$ cat src/rtl/pixel_pkg.sv
// Shared pixel-stream types and frame geometry for the pixel generator.
package pixel_pkg;

    localparam int X_SIZE = 640;
    localparam int Y_SIZE = 480;

    typedef struct packed {
        logic [7:0] r;
        logic [7:0] g;
        logic [7:0] b;
        logic       sof;
        logic       eol;
    } pixel_t;

    // A pushed pixel breaks line format when eol and the last column disagree, or sof lands mid-line.
    function automatic logic line_fmt_err(input logic col_last, input logic col_zero,
                                          input logic sof, input logic eol);
        return (eol ^ col_last) | (sof & ~col_zero);
    endfunction

endpackage

$ cat src/rtl/pixel_fifo_mem.sv
// DEPTH x pixel_t register array: one synchronous write port, one asynchronous read port.
module pixel_fifo_mem
    import pixel_pkg::*;
#(
    parameter int DEPTH = 16,
    parameter int AW    = $clog2(DEPTH)
) (
    input  logic          clk,
    input  logic          we,
    input  logic [AW-1:0] waddr,
    input  pixel_t        wdata,
    input  logic [AW-1:0] raddr,
    output pixel_t        rdata
);

    pixel_t r_mem [DEPTH];

    // Storage write; contents need no reset because pointers define validity.
    always_ff @(posedge clk) begin
        if (we) begin
            r_mem[waddr] <= wdata;
        end
    end

    assign rdata = r_mem[raddr];

endmodule

$ cat src/rtl/pixel_fifo_stage.sv
// Elastic FWFT pixel buffer with write-side line-format checker.
// Optional statistics counters are enabled by defining PIXEL_FIFO_STATS_EN.
module pixel_fifo_stage
    import pixel_pkg::*;
#(
    parameter int DEPTH     = 16,
    parameter int AF_MARGIN = 4,
    parameter int X_SIZE    = pixel_pkg::X_SIZE
) (
    input  logic                       aclk,
    input  logic                       aresetn,
    input  logic                       in_valid,
    output logic                       in_ready,
    input  logic [7:0]                 in_r,
    input  logic [7:0]                 in_g,
    input  logic [7:0]                 in_b,
    input  logic                       in_sof,
    input  logic                       in_eol,
    output logic                       out_valid,
    input  logic                       out_ready,
    output logic [7:0]                 out_r,
    output logic [7:0]                 out_g,
    output logic [7:0]                 out_b,
    output logic                       out_sof,
    output logic                       out_eol,
    output logic [$clog2(DEPTH):0]     level,
    output logic                       almost_full,
    output logic                       fmt_err,
    input  logic                       err_clr,
    output logic [31:0]                stall_cnt,
    output logic [$clog2(DEPTH):0]     max_level
);

    localparam int AW = $clog2(DEPTH);
    localparam int LW = AW + 1;
    localparam int CW = $clog2(X_SIZE);

    logic [LW-1:0] r_wr_ptr;
    logic [LW-1:0] r_rd_ptr;
    logic          r_rst_done;
    logic          r_almost_full;
    logic          r_fmt_err;
    logic [CW-1:0] r_col;

    logic          w_empty;
    logic          w_full;
    logic          w_push;
    logic          w_pop;
    logic [LW-1:0] w_level;
    logic [LW-1:0] w_level_next;
    logic          w_col_last;
    logic          w_line_err;
    logic [CW-1:0] w_col_next;
    logic          w_fmt_err_next;
    pixel_t        w_wr_pix;
    pixel_t        w_rd_pix;

    // The pointer MSB is a wrap flag: equal low bits with differing MSBs means full.
    assign w_empty   = (r_wr_ptr == r_rd_ptr);
    assign w_full    = (r_wr_ptr[AW-1:0] == r_rd_ptr[AW-1:0]) && (r_wr_ptr[AW] != r_rd_ptr[AW]);
    assign in_ready  = r_rst_done & ~w_full;
    assign out_valid = ~w_empty;
    assign w_push    = in_valid & in_ready;
    assign w_pop     = out_valid & out_ready;
    assign w_level   = r_wr_ptr - r_rd_ptr;
    assign level     = w_level;

    assign w_wr_pix  = {in_r, in_g, in_b, in_sof, in_eol};

    pixel_fifo_mem #(
        .DEPTH (DEPTH),
        .AW    (AW)
    ) u_mem (
        .clk   (aclk),
        .we    (w_push),
        .waddr (r_wr_ptr[AW-1:0]),
        .wdata (w_wr_pix),
        .raddr (r_rd_ptr[AW-1:0]),
        .rdata (w_rd_pix)
    );

    assign out_r       = w_rd_pix.r;
    assign out_g       = w_rd_pix.g;
    assign out_b       = w_rd_pix.b;
    assign out_sof     = w_rd_pix.sof;
    assign out_eol     = w_rd_pix.eol;
    assign almost_full = r_almost_full;
    assign fmt_err     = r_fmt_err;

    assign w_col_last  = (r_col == CW'(X_SIZE - 1));
    assign w_line_err  = line_fmt_err(w_col_last, (r_col == {CW{1'b0}}), in_sof, in_eol);

    // Next occupancy, column and error state; a new error outranks err_clr.
    always_comb begin
        w_level_next   = w_level;
        w_col_next     = r_col;
        w_fmt_err_next = r_fmt_err;
        case ({w_push, w_pop})
            2'b10:   w_level_next = w_level + LW'(1);
            2'b01:   w_level_next = w_level - LW'(1);
            default: w_level_next = w_level;
        endcase
        if (w_push && (in_eol || w_col_last)) begin
            w_col_next = {CW{1'b0}};
        end else if (w_push) begin
            w_col_next = r_col + CW'(1);
        end else begin
            w_col_next = r_col;
        end
        if (w_push && w_line_err) begin
            w_fmt_err_next = 1'b1;
        end else if (err_clr) begin
            w_fmt_err_next = 1'b0;
        end else begin
            w_fmt_err_next = r_fmt_err;
        end
    end

    // Pointer, flag and checker state registers.
    always_ff @(posedge aclk or negedge aresetn) begin
        if (!aresetn) begin
            r_wr_ptr      <= {LW{1'b0}};
            r_rd_ptr      <= {LW{1'b0}};
            r_rst_done    <= 1'b0;
            r_almost_full <= 1'b0;
            r_fmt_err     <= 1'b0;
            r_col         <= {CW{1'b0}};
        end else begin
            r_rst_done    <= 1'b1;
            r_almost_full <= (w_level_next >= LW'(DEPTH - AF_MARGIN));
            r_fmt_err     <= w_fmt_err_next;
            r_col         <= w_col_next;
            if (w_push) begin
                r_wr_ptr <= r_wr_ptr + LW'(1);
            end
            if (w_pop) begin
                r_rd_ptr <= r_rd_ptr + LW'(1);
            end
        end
    end

`ifdef PIXEL_FIFO_STATS_EN
    logic [31:0]   r_stall_cnt;
    logic [LW-1:0] r_max_level;

    // Starvation counter (saturating) and occupancy high-water mark.
    always_ff @(posedge aclk or negedge aresetn) begin
        if (!aresetn) begin
            r_stall_cnt <= 32'd0;
            r_max_level <= {LW{1'b0}};
        end else if (err_clr) begin
            r_stall_cnt <= 32'd0;
            r_max_level <= {LW{1'b0}};
        end else begin
            if (out_ready && !out_valid && (r_stall_cnt != 32'hFFFF_FFFF)) begin
                r_stall_cnt <= r_stall_cnt + 32'd1;
            end
            if (w_level > r_max_level) begin
                r_max_level <= w_level;
            end
        end
    end

    assign stall_cnt = r_stall_cnt;
    assign max_level = r_max_level;
`else
    assign stall_cnt = 32'd0;
    assign max_level = {LW{1'b0}};
`endif

endmodule

$ cat config.mk
export PLATFORM = sky130hd
export DESIGN_NAME = pixel_fifo_stage
export DESIGN_NICKNAME = d
export VERILOG_FILES = /design/src/rtl/pixel_pkg.sv /design/src/rtl/pixel_fifo_mem.sv /design/src/rtl/pixel_fifo_stage.sv
export SDC_FILE = /design/constraint.sdc
export NUM_CORES = 1
export LEC_CHECK = 0
export ABC_AREA = 0
export BUFFER_PORTS_ARGS = -buffer_cell sky130_fd_sc_hd__buf_4
export CORE_MARGIN = 4
export CORE_UTILIZATION = 58
export DETAILED_ROUTE_END_ITERATION = 10
export PLACE_DENSITY = 0.76
export SLEW_MARGIN = 40
export SYNTH_ARGS = -nofsm -noshare
export SYNTH_HDL_FRONTEND = slang
export SYNTH_HIERARCHICAL = 1
export SYNTH_SLANG_ARGS = --single-unit
$ cat constraint.sdc
create_clock -name aclk -period 9.5 [get_ports aclk]
set_input_delay 1.9 -clock aclk [delete_from_list [all_inputs] [get_ports aclk]]
set_output_delay 1.9 -clock aclk [all_outputs]
set_load 0.01 [all_outputs]
==> run summary <==
crit-path max FO = 59
Hold Path Class = reg2reg
clk slew on worst S/H paths = 0.06 ns
Final Worst Setup Slack = 4.248 ns
CTS max path bufs = 3
footprint of the multi-input gates = 4215 um2
largest net degree at the start of global routing = 60
Clock power frac = 28.3%
Total GRT Usage = 22.01%
CTS Buf Count = 43
drt drc = 0
CP endpoint kind = primary output
Port Buf Inserts = 65
IO Pins = 103
share of layout cells above drive strength 1 = 25.40%
CTS tree = done
PD cells = 287.8 nW/um2
Post-Synthesis Cells = 852
initial drt markers = 945
pre-CTS setup slack = 4.752 ns
P&R area growth vs syn = 14.29%
Layout Skew = 0.01301 ns
grt ovf = 0
unrepaired setup endpoints after global routing = no
endpoints failing setup = 0
Seq. cell area = 13080 um2
worst slew pin tran = 0.8198 ns
Die Y = 182.3 um
Clock Latency Late Sink = 0.54 ns
Netlist cell types = 48
CTS Hold Bufs = 0
maximum clock frequency = 190.4 MHz
Seq cells post-synth = 439
P_int = 4.043 mW
routed via count = 8675
antenna cell count = 0
maxcap violations = 0
leading area contributor after synthesis = edfxtp_1
sequential share of the synthesized area = 74.14%
Warnings, synthesis = 6
HPWL Detailed = 20810 um
first-pass GRT wire length = 54730 um
combinational power share = 30.6%
final worst-path cycle share = 55.28%
synth top area cells = edfxtp_1 71%, mux4_2 8.7%, mux4_1 5.4%
sw power = 1.754 mW
status = completed
PnR Total Power = 5.797 mW
ys flop type = edfxtp_1
final setup TNS = 0 ns
Starting Density = 59.15%
Synth top area share = 70.88%
Final Slew Violations = 0
final core occ = 67.60%
initial antenna violation count = 1
crit path DAT = 3.35 ns
Die ar. = 33240 um2
worst hold margin = 0.5189 ns
Avg WL per Cell = 26.49 um
Peak VDD IR = 168.2 uV
register share of total power = 41.0%
final WL = 36510 um
number of synthesized flops with an enable pin = 416
final hold viol count = 0
worst path required time = 7.60 ns
nets@finish = 1001
CP Class = reg2out
CTS sink count = 439
Post-CTS Setup Inserts = 0
H-Tree Depth = 2
critical path startpoint category = flop
Synth async-reset ratio = 5.239%
Die W = 182.3 um
FP Rows = 63
final-layout fill cell count = 1828
slew margin rel. = 45.34%
Pre-antenna DRT Iters = 7
Syn Area/Cell = 20.69 um2
switching share of power = 30.26%
Final Wtd Congestion = 0.7591
vias in the first global route = 8715
Root Buffer = clkbuf_16
Final min period = 5.252 ns
core area = 29800 um2
DR vias/cell = 6.295
Synth Cell Area = 17620 um2
leak pwr = 6.783 nW
antenna-violating nets left = 0
Post-CTS Resized = 0
-- cell type report --
cell class / instances / share of cell area (%)
clock inverters: 25 / 1.267
multi-input cells: 363 / 20.93
clock buffers: 53 / 5.528
well taps: 390 / 2.423
repair buffers: 96 / 4.708
inverters: 12 / 0.2360
flip-flops and latches: 439 / 64.91
-- cells in the mapped netlist (all sizes together), types with 5 or more instances --
cell / n
a21oi: 7
nand3: 8
dfrtp: 23
nand4: 7
o21ai: 14
nor3: 5
clkbuf: 16
inv: 12
mux4: 104
nand3b: 7
nand2: 39
a22oi: 52
nor2: 19
ha: 13
edfxtp: 416
xnor2: 9
buf: 58
-- power by group through the flow --
| stage | registers [mW] | clock network [mW] | logic (mW) |
|---|---|---|---|
| floorplan | 2.33 | 0 | 1.27 |
| global placement | 2.41 | 0 | 1.72 |
| detailed placement | 2.42 | 0 | 1.78 |
| CTS | 2.38 | 1.67 | 1.79 |
| global route | 2.39 | 1.77 | 1.91 |
| finish | 2.38 | 1.64 | 1.78 |
-- path summary, 6_finish.rpt --
check,from,end,slack [ns],depth (start not counted)
max in group asynchronous,aresetn,r_rd_ptr[1],7.99,1
worst min register to register,r_col[6],r_col[6],0.52,1
worst max-delay path,r_rd_ptr[1],level[4],4.25,7
worst max register to register,r_rd_ptr[1],u_mem/r_mem[8][3],4.86,9
worst min-delay path,r_col[6],r_col[6],0.52,1
min in group asynchronous,aresetn,r_col[1],1.25,1
-- sequential cells by signal, indices dropped and copies added (netlist names) --
signal,cells
r_rd_ptr,5
r_wr_ptr,5
u_mem/r_mem,416
fmt_err,1
almost_full,1
r_rst_done,1
r_col,10
-- critical path, stage by stage (launching register included) --
cell and delay (ns):
dfrtp_4 0.86, buf_4 0.76, inv_1 0.21, fa_1 0.47
nand3_1 0.10, and3_2 0.20, nor2_1 0.04, buf_4 0.14
-- layer usage --
metal / track usage [%] / vias up / part of all wire [%]
met2: 37.40 / 405 / 52
met4: 5.524 / 2 / 2.2
met5: 0 / - / 0.041
li1: - / 3681 / -
met3: 3.588 / 65 / 7.3
met1: 30.50 / 4522 / 38
-- per-stage QoR --
step | instance area (um2) | instances
global placement | 18420 | 1284
global route | 20140 | 1378
finish | 20140 | 1378
detailed placement | 18770 | 1300
CTS | 20140 | 1378
floorplan | 17760 | 888
-- cells by family after synthesis --
group	Yosys count	synth area share [%]
XOR/XNOR	12	0.6390
AND/OR/NAND/NOR	104	2.975
flip-flops	439	74.14
adder cells (fa/ha/maj)	15	1.150
buffers and inverters	86	3.408
AO/OA/AOI/OAI	90	3.585
other	2	0.04261
multiplexers	104	14.06
-- placed cells by master, fill, tap and decap left out, types with 9 or more instances in the layout --
cell / count
a22oi_1: 52
buf_4: 78
clkbuf_1: 10
clkbuf_16: 43
clkinv_1: 9
conb_1: 38
dfrtp_1: 21
edfxtp_1: 416
ha_1: 13
inv_1: 11
mux4_1: 36
mux4_2: 68
nand2_1: 38
nor2_4: 12
o21ai_0: 14
Note: power is estimated with default switching activity, not from simulation.
